===== config.mk =====
export PLATFORM = sky130hd
export DESIGN_NAME = if_fetch_sequencer
export DESIGN_NICKNAME = d
export VERILOG_FILES = /design/src/rtl/if_fetch_sequencer.sv
export SDC_FILE = /design/constraint.sdc
export NUM_CORES = 1
export LEC_CHECK = 0
export CAP_MARGIN = 20
export CORE_MARGIN = 10
export CORE_UTILIZATION = 34
export DETAILED_ROUTE_END_ITERATION = 6
export SYNTH_ARGS = -nofsm -noshare
export SYNTH_HDL_FRONTEND = slang
export SYNTH_SLANG_ARGS = --single-unit

===== constraint.sdc =====
create_clock -name clk -period 5.1 [get_ports clk]
set_clock_uncertainty 0.1 [all_clocks]
set_input_delay 1.02 -clock clk [delete_from_list [all_inputs] [get_ports clk]]
set_output_delay 1.02 -clock clk [all_outputs]
set_load 0.01 [all_outputs]

===== src/rtl/if_fetch_sequencer.sv =====
// Fetch-side sequencer: owns the PC, answers decode's two-phase SWAP handshake,
// and raises a one-cycle flush on taken branches. All outputs are registered.
module if_fetch_sequencer #(
  parameter int ADDR_WIDTH = 32,
  parameter int PC_STEP    = 4,
  parameter int CNT_WIDTH  = 16
) (
  input  logic                  clk,
  input  logic                  rst,
  input  logic                  freeze,
  input  logic                  branch_taken,
  input  logic [ADDR_WIDTH-1:0] branch_addr,
  input  logic                  stop_if_in,
  input  logic                  swap_req_in,
  output logic [ADDR_WIDTH-1:0] pc_out,
  output logic                  instr_valid,
  output logic                  flush_out,
  output logic                  if_id_hold,
  output logic                  swap_2_in,
  output logic [CNT_WIDTH-1:0]  stall_count
);

  localparam logic [0:0] RUN       = 1'b0;
  localparam logic [0:0] SWAP_HOLD = 1'b1;

  localparam logic [ADDR_WIDTH-1:0] STEP = ADDR_WIDTH'(PC_STEP);

  logic [0:0] state;
  logic       swap_req;
  logic       stall_inc;

  // SWAP request is only honoured from RUN; in SWAP_HOLD it is ignored.
  assign swap_req  = stop_if_in & swap_req_in & (state == RUN);
  // Branch redirects the PC, so it never counts as a stall even if frozen.
  assign stall_inc = ~branch_taken & (freeze | swap_req);

  always_ff @(posedge clk) begin
    if (rst) begin
      state       <= RUN;
      pc_out      <= '0;
      instr_valid <= 1'b0;
      flush_out   <= 1'b0;
      if_id_hold  <= 1'b0;
      swap_2_in   <= 1'b0;
      stall_count <= '0;
    end else begin
      flush_out <= 1'b0;
      if (stall_inc && stall_count != '1)
        stall_count <= stall_count + CNT_WIDTH'(1);

      if (branch_taken) begin
        pc_out      <= branch_addr;
        flush_out   <= 1'b1;
        instr_valid <= 1'b0;
        if_id_hold  <= 1'b0;
        swap_2_in   <= 1'b0;
        state       <= RUN;
      end else if (freeze) begin
        // hold everything, including the SWAP phase bit
      end else if (swap_req) begin
        if_id_hold <= 1'b1;
        swap_2_in  <= 1'b1;
        state      <= SWAP_HOLD;
      end else begin
        pc_out      <= pc_out + STEP;
        instr_valid <= 1'b1;
        if_id_hold  <= 1'b0;
        swap_2_in   <= 1'b0;
        state       <= RUN;
      end
    end
  end

endmodule

==> impl_results.md, run 1 <==
- Antenna violations before repair: 0
- Die height: 110 µm
- Critical path required time: 5230 ps
- Total iterations of the first detailed-routing run: 4
- Core Region: 0.00777 mm²
- PwrDens: 216 mW/mm²
- ANT cells: 0
- RSZ-0062 raised after global routing: false
- Leak: 1.34 nW
- Fin util: 48.2%
- Grt met3 use: 4.15%
- Initial Util: 35.2%
- Clock-pin slew on the worst setup and hold paths: 90 ps
- DR vias: 2498
- Area after DPL: 0.00366 mm²
- Worst-path maximum fanout: 9
- Hold Crit Class: register to register
- Synth cell types: 47
- Synth area leader: dfxtp_1
- Fin area: 0.00374 mm²
- R2R Setup Slk: 2940 ps
- 1st-iter DRT viols: 77
- Crit path kind: primary input to register
- Placed cell count: 490
- Num CTS Buffers: 5
- Final Setup Violations: 0
- Setup crit end: stall_count[5]$_SDFFE_PP0P_
- Area grow syn2layout: 36.9%
- Ys async rst share: 0%
- WL final: 7.69 mm
- CP peak stage delay: 690 ps
- Slew Limit Fails: 0
- Fraction of the cycle the final worst path needs: 54.8%
- Synthesized netlist cell count: 317
- Leading cell types in the layout, fill and taps excluded: clkdlybuf4s50_1 (88), dfxtp_1 (51), nor2_1 (43)
- Setup crit end kind: register
- Syn Area/Cell: 8.62 µm²
- Yosys top cell area share: 37.4%
- Via density: 5.02
- Clock Sinks: 51
- Buf/Inv on CP: 2
- FF+latch area: 0.00102 mm²
- Top post-synthesis cells by area: dfxtp_1 (37%), xor2_1 (7.7%), nor2_1 (5.9%), a211oi_1 (5.5%), xnor2_1 (4.2%)
- Crit Reg-Reg Endpoint: stall_count[1]$_SDFFE_PP0P_
- Clock latency on the worst-skew pair: 300 ps
- First-pass GRT wire length: 12.6 mm
- Worst vdd ir: 0.107 mV
- Busiest grt layer: met2
- I/O pin total: 90
- Synthesized cell area: 0.00273 mm²
- Die area: 0.0120 mm²
- DR DRC count: 0
- Hold Buf Count CTS: 0
- Total global-route track usage: 12.8%
- Clk buf depth: 2
- Final #Nets: 435
- Critical path's slowest cell: clkdlybuf4s50_1
- Max Cap Viol: 0
- EDFF count, synth: 0
- Wire length per cell: 15.4 µm
- Port bufs: 89
- Met1 GRT Util: 16.8%
- Sum Neg Setup Slack: 0 ps
- CTS root buf: clkbuf_8
- CP Cell Sequence: clkdlybuf4s50_1 > inv_1 > a21oi_2 > o21ai_4 > or3_2 > a21oi_1
- CTS tree: built
- Relative slew slack: 42.4%
- DPL Wire Length: 5.74 mm
- # rows: 32
- Final hold violations: 0
- Routability congestion estimate: 0.811
- Largest net degree at the start of global routing: 49
- Cell depth of the worst setup path: 6
- Multi-input combinational cell area: 0.00160 mm²
- Run status: complete, no violations
- Grt ovf: 0
- Syn_nets: 357
- Synth Register Bits: 51
- Share of layout cells above drive strength 1: 6.31%
- Origin of the critical flop-to-flop path: stall_count[0]$_SDFFE_PP0P_
- Yosys Warn Count: 0
- Die outline width: 110 µm
- Main synth FF type: dfxtp_1
- Top delay family on crit path: buffers and inverters
- Worst EP arrival: 2920 ps
- Commonest non-fill, non-tap cell in the layout: clkdlybuf4s50_1
- Vias in the first global route: 2405
- F_max: 0.358 GHz
- Setup Buffers After CTS: 0
- Register area share after synthesis: 37.4%
- Least-Margin Pin Slew: 864 ps
- Worst r2r path cells: 6
- Post-CTS sizing: 0
- Critical path launch point type: primary input
- Post-route insts no fill: 498
- Crit path from: freeze
- Minimum clock period: 2800 ps
- ANT nets after route: 0
- Met2 Track Usage GR: 20.3%
- Filler cells: 762
- H-tree levels: 2
-- Yosys cell counts (2+ instances only) --
cell      count
ha_1          2
mux2i_1       7
nor4_1        4
and3_1        9
nand2_1      26
and3b_1       3
a31oi_1       2
nand4_2       3
and2_1        2
inv_1         5
o211ai_1      5
nand4_1      15
or2_2         3
nand3_1      13
and4_1        5
buf_4         2
clkbuf_1     12
nor3_1        8
xor2_1       24
o21a_1        2
a21oi_1       9
nor2_1       43
a211oi_1     20
o21ai_0       5
dfxtp_1      51
buf_2         4
xnor2_1      13
-- how the worst min path moves through the flow --
stage	from	end	slack (ps)	cells after the start
2_1_floorplan	instr_valid$_SDFFE_PP0P_	instr_valid$_SDFFE_PP0P_	400	2
3_3_place_gp	pc_out[1]$_SDFFE_PP0P_	pc_out[1]$_SDFFE_PP0P_	380	2
3_5_place_dp	pc_out[1]$_SDFFE_PP0P_	pc_out[1]$_SDFFE_PP0P_	400	2
4_1_cts	instr_valid$_SDFFE_PP0P_	instr_valid$_SDFFE_PP0P_	420	2
5_1_grt	instr_valid$_SDFFE_PP0P_	instr_valid$_SDFFE_PP0P_	450	2
6_report	pc_out[1]$_SDFFE_PP0P_	pc_out[1]$_SDFFE_PP0P_	400	2
-- registers in the layout, summed over array words and instances (netlist names) --
name and flops:
pc_out 32, stall_count 16, flush_out 1, instr_valid 1
state 1
-- layer usage --
layer | wire length [µm] | vias to the layer above
met5 | 0 | -
met4 | 53 | 0
met3 | 611 | 6
met2 | 3390 | 65
met1 | 3640 | 1134
li1 | - | 1293
-- power breakdown --
part           internal [mW]  switching (mW)  leakage [nW]
Combinational         0.0815          0.0612         0.874
Sequential             0.418          0.0242         0.419
Clock                 0.0966           0.126        0.0422
Total                  0.596           0.212          1.34
-- layout make-up --
cell class	count	area share [%]
Multi-Input combinational cell	242	42.7
Sequential cell	51	27.3
Timing Repair Buffer	90	23.9
Tap cell	102	3.41
Clock buffer	7	2.04
Inverter	5	0.502
Clock inverter	1	0.134
-- tightest hold or removal path: stages, from the launching register on --
cell,delay (ps)
dfxtp_1,330
mux2i_1,70
nor2_1,70
-- logic make-up (layout without fill, tap and decap cells) --
logic type	after synthesis	in the layout	share of synthesized area, %
AOI/OAI and AO/OA	51	51	13.9
and+or+nand+nor	144	144	28.9
buffers and inverters	24	103	4.12
muxes	8	8	2.98
DFF	51	51	37.4
adders and majority gates	2	2	0.916
xor gates and xnor gates	37	37	11.9
-- per-stage QoR --
stage / hold slack (ps) / worst slack, ps / power, mW
6_report: 404 / 2300 / 0.808
5_1_grt: 448 / 2130 / 0.854
4_1_cts: 415 / 2300 / 0.821
3_5_place_dp: 397 / 1960 / 0.596
3_3_place_gp: 382 / 2040 / 0.596
2_1_floorplan: 405 / 2720 / 0.512
No activity file was read; power rests on OpenSTA's default activity.
==> inputs of run 2 (changes only) <==
clock period = 2.8 ns   (was 5.1 ns; I/O delays follow)
==> impl_results.md, run 2 (synthesis gave the netlist of run 1 again) <==
- Run status: complete, no violations
- Minimum clock period: 2250 ps
- Core Region: 0.00777 mm² (unchanged)
- First-pass GRT wire length: 13.0 mm (+3.2%)
- Place WS: 214 ps (-1750 ps)
- Critical path required time: 2930 ps (-2300 ps)
- Setup Buffers After CTS: 0 (unchanged)
- Fin util: 48.6% (+0.39 points)
- Total iterations of the first detailed-routing run: 4 (unchanged)
- Sum Neg Setup Slack: 0 ps (unchanged)
- ANT cells: 0 (unchanged)
- Largest net degree at the start of global routing: 49 (unchanged)
- Crit path kind: primary input to register
- Worst vdd ir: 0.171 mV (+60%)
- Hold Crit Class: register to register
- Final Setup Violations: 0 (unchanged)
- Routability congestion estimate: 0.799 (-1.4%)
- Final WS setup: 554 ps (-1750 ps)
- Commonest non-fill, non-tap cell in the layout: clkdlybuf4s50_1
- F_max: 0.445 GHz
- Hold Buf Count CTS: 0 (unchanged)
- I/O pin total: 90 (unchanged)
- DR DRC count: 0 (unchanged)
- RSZ-0062 raised after global routing: false
- Final hold violations: 0 (unchanged)
- CP peak stage delay: 480 ps (-210 ps)
- Leading cell types in the layout, fill and taps excluded: clkdlybuf4s50_1 (88), dfxtp_1 (51), nor2_1 (43)
- Num CTS Buffers: 5 (unchanged)
- Grt ovf: 0 (unchanged)
- Final #Nets: 439 (+0.92%)
- Crit path from: stop_if_in
- PwrDens: 395 mW/mm² (+83%)
- Max Cap Viol: 0 (unchanged)
- Least-Margin Pin Slew: 503 ps (-360 ps)
- Reg with most FFs: pc_out
- 1st-iter DRT viols: 81 (+5.2%)
- CTS root buf: clkbuf_8
- Total global-route track usage: 13.2% (+0.43 points)
- Critical path's slowest cell: nor4_4
- Via density: 5.05 (+0.71%)
- ANT nets after route: 0 (unchanged)
- Antenna violations before repair: 0 (unchanged)
- Clock latency on the worst-skew pair: 300 ps (about the same)
- Initial Util: 35.2% (unchanged)
- # rows: 32 (unchanged)
- Critical path launch point type: primary input
- Overall power: 1.49 mW (+84%)
- Origin of the critical flop-to-flop path: stall_count[0]$_SDFFE_PP0P_
- Die height: 110 µm (unchanged)
- Area grow syn2layout: 38.0%
- Top flop regs: pc_out: 32 flops, stall_count: 16 flops
- Clock Sinks: 51 (unchanged)
- H-tree levels: 2 (unchanged)
- Post-CTS sizing: 0 (unchanged)
- Port bufs: 89 (unchanged)
- Worst-path maximum fanout: 7 (-2)
- Clk buf depth: 2 (unchanged)
- Max reg flops: 32 (unchanged)
- Min-delay src: instr_valid$_SDFFE_PP0P_
- Clock-pin slew on the worst setup and hold paths: 90 ps (about the same)
- Leak: 1.36 nW (+1.5%)
- Area after DPL: 0.00369 mm² (+0.82%)
- Die area: 0.0120 mm² (unchanged)
- Fin area: 0.00377 mm² (+0.80%)
- Placed cell count: 494 (+0.82%)
- CP Cell Sequence: clkdlybuf4s50_1 > and3b_1 > nor4_4 > nand4_1 > xor2_1 > a211oi_1
- Fraction of the cycle the final worst path needs: 80.2%
- DR vias: 2536 (+1.5%)
- DPL Wire Length: 5.97 mm (+4.0%)
- Die outline width: 110 µm (unchanged)
- Setup crit end kind: register
- Share of layout cells above drive strength 1: 7.25% (+0.94 points)
- Wire length per cell: 15.8 µm (+2.1%)
- Relative slew slack: 66.1% (+24 points)
- WL final: 7.92 mm (+3.0%)
- Slew Limit Fails: 0 (unchanged)
- Vias in the first global route: 2570 (+6.9%)
- Post-route insts no fill: 502 (+0.80%)
- Hold Slack: 391 ps (-12.7 ps)
- Worst EP arrival: 2370 ps (-550 ps)
- CTS tree: built
run 2: cell count changes in the layout (fill, tap and decap cells not counted), sizes merged:
cell  previous run  this run
buf              2         6
run 2: report_power, final:
part           internal (mW)  switching, mW
clock network          0.176          0.242
logic                  0.151          0.114
registers              0.761         0.0442
total                   1.09          0.400
run 2: area by class of cell:
| class | count | area (µm²) |
|---|---|---|
| Clock buffer | 7 | 76.3 |
| Clock inverter | 1 | 5.00 |
| Fill cell | 783 | 4000 |
| Inverter | 5 | 18.8 |
| Multi-Input combinational cell | 242 | 1600 |
| Sequential cell | 51 | 1020 |
| Tap cell | 102 | 128 |
| Timing Repair Buffer | 94 | 923 |
run 2: metal layers:
layer / track usage [%] / share of wire (%)
met1: 17.2 / 48
met2: 21.2 / 44
met3: 3.22 / 6.4
met5: 0 / 0
met4: 3.90 / 1.0
run 2: worst max-delay path, delay by kind of cell:
| family | cells | cell delay, ps |
|---|---|---|
| buf+inv | 1 | 450 |
| compound gates | 1 | 220 |
| simple gates | 3 | 960 |
| xor+xnor | 1 | 170 |
run 2: final timing paths:
path,to,slack [ps],cells after the start
max,pc_out[28]$_SDFFE_PP0P_,550,6
max reg2reg,stall_count[1]$_SDFFE_PP0P_,620,6
min reg2reg,instr_valid$_SDFFE_PP0P_,390,2
min,instr_valid$_SDFFE_PP0P_,390,2
==> inputs of run 3 (changes only) <==
clock period = 1.8 ns   (was 2.8 ns; I/O delays follow)
==> impl_results.md, run 3 (synthesis gave the netlist of run 1 again) <==
- Leading cell types in the layout, fill and taps excluded: clkdlybuf4s50_1 (61), buf_4 (55), nor2_1 (42)
- Filler cells: 722 (-7.8%)
- Buf/Inv on CP: 1 (unchanged)
- CP Cell Sequence: nand4_4 > or4_4 > buf_6 > o211ai_1 > xor2_1 > nor2_1
- Num CTS Buffers: 5 (unchanged)
- Wire length per cell: 15.4 µm (-2.2%)
- ANT cells: 0 (unchanged)
- Clock Sinks: 51 (unchanged)
- Worst EP arrival: 1910 ps (-460 ps)
- Largest net degree at the start of global routing: 48 (-2.0%)
- Final #Nets: 495 (+13%)
- I/O pin total: 90 (unchanged)
- Die area: 0.0120 mm² (unchanged)
- Final hold violations: 0 (unchanged)
- RSZ-0062 raised after global routing: true
- Final WS setup: -23.2 ps (-578 ps)
- Worst-path maximum fanout: 5 (-2)
- Core Region: 0.00777 mm² (unchanged)
- Slew Limit Fails: 0 (unchanged)
- Vias in the first global route: 2732 (+6.3%)
- Max Cap Viol: 0 (unchanged)
- Worst vdd ir: 0.254 mV (+49%)
- Clock latency on the worst-skew pair: 300 ps (about the same)
- ANT nets after route: 0 (unchanged)
- Leak: 1.99 nW (+47%)
- Max reg flops: 32 (unchanged)
- Share of layout cells above drive strength 1: 27.5% (+20 points)
- Top delay family on crit path: simple AND/OR/NAND/NOR gates
- Total global-route track usage: 13.9% (+0.69 points)
- Initial Util: 35.2% (unchanged)
- Die height: 110 µm (unchanged)
- Hold Crit Class: register to register
- Minimum clock period: 1820 ps
- Via density: 4.98 (-1.5%)
- CTS tree: built
- Clk buf depth: 2 (unchanged)
- Routability congestion estimate: 0.818 (+2.3%)
- Area after DPL: 0.00414 mm² (+12%)
- Clock-pin slew on the worst setup and hold paths: 90 ps (about the same)
- Fraction of the cycle the final worst path needs: 101%
- Grt ovf: 0 (unchanged)
- First-pass GRT wire length: 13.7 mm (+5.3%)
- Total iterations of the first detailed-routing run: 4 (unchanged)
- Fin util: 56.7% (+8.2 points)
- Critical path's slowest cell: or4_4
- Reg with most FFs: pc_out
- # rows: 32 (unchanged)
- PwrDens: 536 mW/mm² (+36%)
- 1st-iter DRT viols: 54 (-33%)
- Final Setup Violations: 1 (+1)
- Antenna violations before repair: 0 (unchanged)
- F_max: 0.548 GHz
- Setup crit end kind: register
- Critical path required time: 1880 ps (-1050 ps)
- Failing checks: setup timing
- Top flop regs: pc_out: 32 flops, stall_count: 16 flops
- Relative slew slack: 73.4% (+7.3 points)
- CP peak stage delay: 550 ps (+70 ps)
- DR DRC count: 0 (unchanged)
- CTS root buf: clkbuf_8
- WL final: 8.59 mm (+8.6%)
- DPL Wire Length: 6.46 mm (+8.3%)
- Crit path kind: register to register
- Area grow syn2layout: 61.3%
- Run status: complete, but fails checks
- Least-Margin Pin Slew: 399 ps (-104 ps)
- Port bufs: 89 (unchanged)
- H-tree levels: 2 (unchanged)
- Commonest non-fill, non-tap cell in the layout: clkdlybuf4s50_1
- DR vias: 2773 (+9.3%)
- Fin area: 0.00441 mm² (+17%)
- Critical path launch point type: register
- Die outline width: 110 µm (unchanged)
run 3: changes by cell type in the layout (fill, tap and decap cells not counted), sizes merged:
cell	previous run	this run
clkinv	1	0
clkdlybuf4s50	88	61
dlygate4sd2	0	11
dlymetal6s2s	0	16
buf	6	62
run 3: through the flow:
| stage | worst slack [ps] | hold slack, ps | power [mW] | cells | TNS, ps |
|---|---|---|---|---|---|
| after floorplan | -11.4 | 349 | 1.45 | 317 | -11.4 |
| after global placement | -498 | 360 | 1.75 | 543 | -13710 |
| after detailed placement | -522 | 362 | 1.76 | 543 | -15030 |
| after CTS | -15.4 | 386 | 2.39 | 551 | -15.4 |
| after global routing | -66.8 | 406 | 2.49 | 557 | -392 |
| final | -23.2 | 378 | 2.36 | 557 | -23.2 |
run 3: final timing paths:
| check | from | to | slack [ps] | cells past startpoint |
|---|---|---|---|---|
| worst max register to register | stall_count[6]$_SDFFE_PP0P_ | stall_count[3]$_SDFFE_PP0P_ | -20 | 6 |
| worst min register to register | instr_valid$_SDFFE_PP0P_ | instr_valid$_SDFFE_PP0P_ | 380 | 2 |
| worst max-delay path | stall_count[6]$_SDFFE_PP0P_ | stall_count[3]$_SDFFE_PP0P_ | -20 | 6 |
| worst min-delay path | instr_valid$_SDFFE_PP0P_ | instr_valid$_SDFFE_PP0P_ | 380 | 2 |
run 3: what timing repair did:
| item | 4_1_cts | 5_1_grt |
|---|---|---|
| gates cloned | 0 | 0 |
| gates resized for setup | 25 | 39 |
| buffers inserted | 1 | 6 |
| pin swaps | 8 | 23 |
| endpoints found under the setup margin | 43 | 45 |
| hold buffers | 0 | 0 |
run 3: routing by layer:
metal,vias to the layer above,part of all wire (%),global-route usage (%),wire [µm]
met4,0,0.86,3.16,74
li1,1411,-,-,-
met3,8,6.2,3.80,533
met5,-,0,0,0
met1,1283,46,18.3,3980
met2,71,47,22.1,4010
run 3: report_power, final:
part           internal (mW)  switching, mW  leakage, nW
sequential              1.18         0.0558        0.432
clock                  0.269          0.365       0.0383
combinational          0.283          0.209         1.52
total                   1.73          0.630         1.99
run 3: layout make-up:
class                   count  area, µm²  share of cell area (%)
well taps                 102        128                    2.90
inverters                   5       18.8                   0.426
repair buffers            150       1420                    32.2
clock buffers               7       76.3                    1.73
flip-flops and latches     51       1070                    24.2
multi-input cells         242       1700                    38.5
run 3: worst reg2reg max path, cell delays in order, from the launching register on:
cell and delay [ps]:
dfxtp_4 370, nand4_4 100, or4_4 550, buf_6 150, o211ai_1 210, xor2_1 170, nor2_1 50
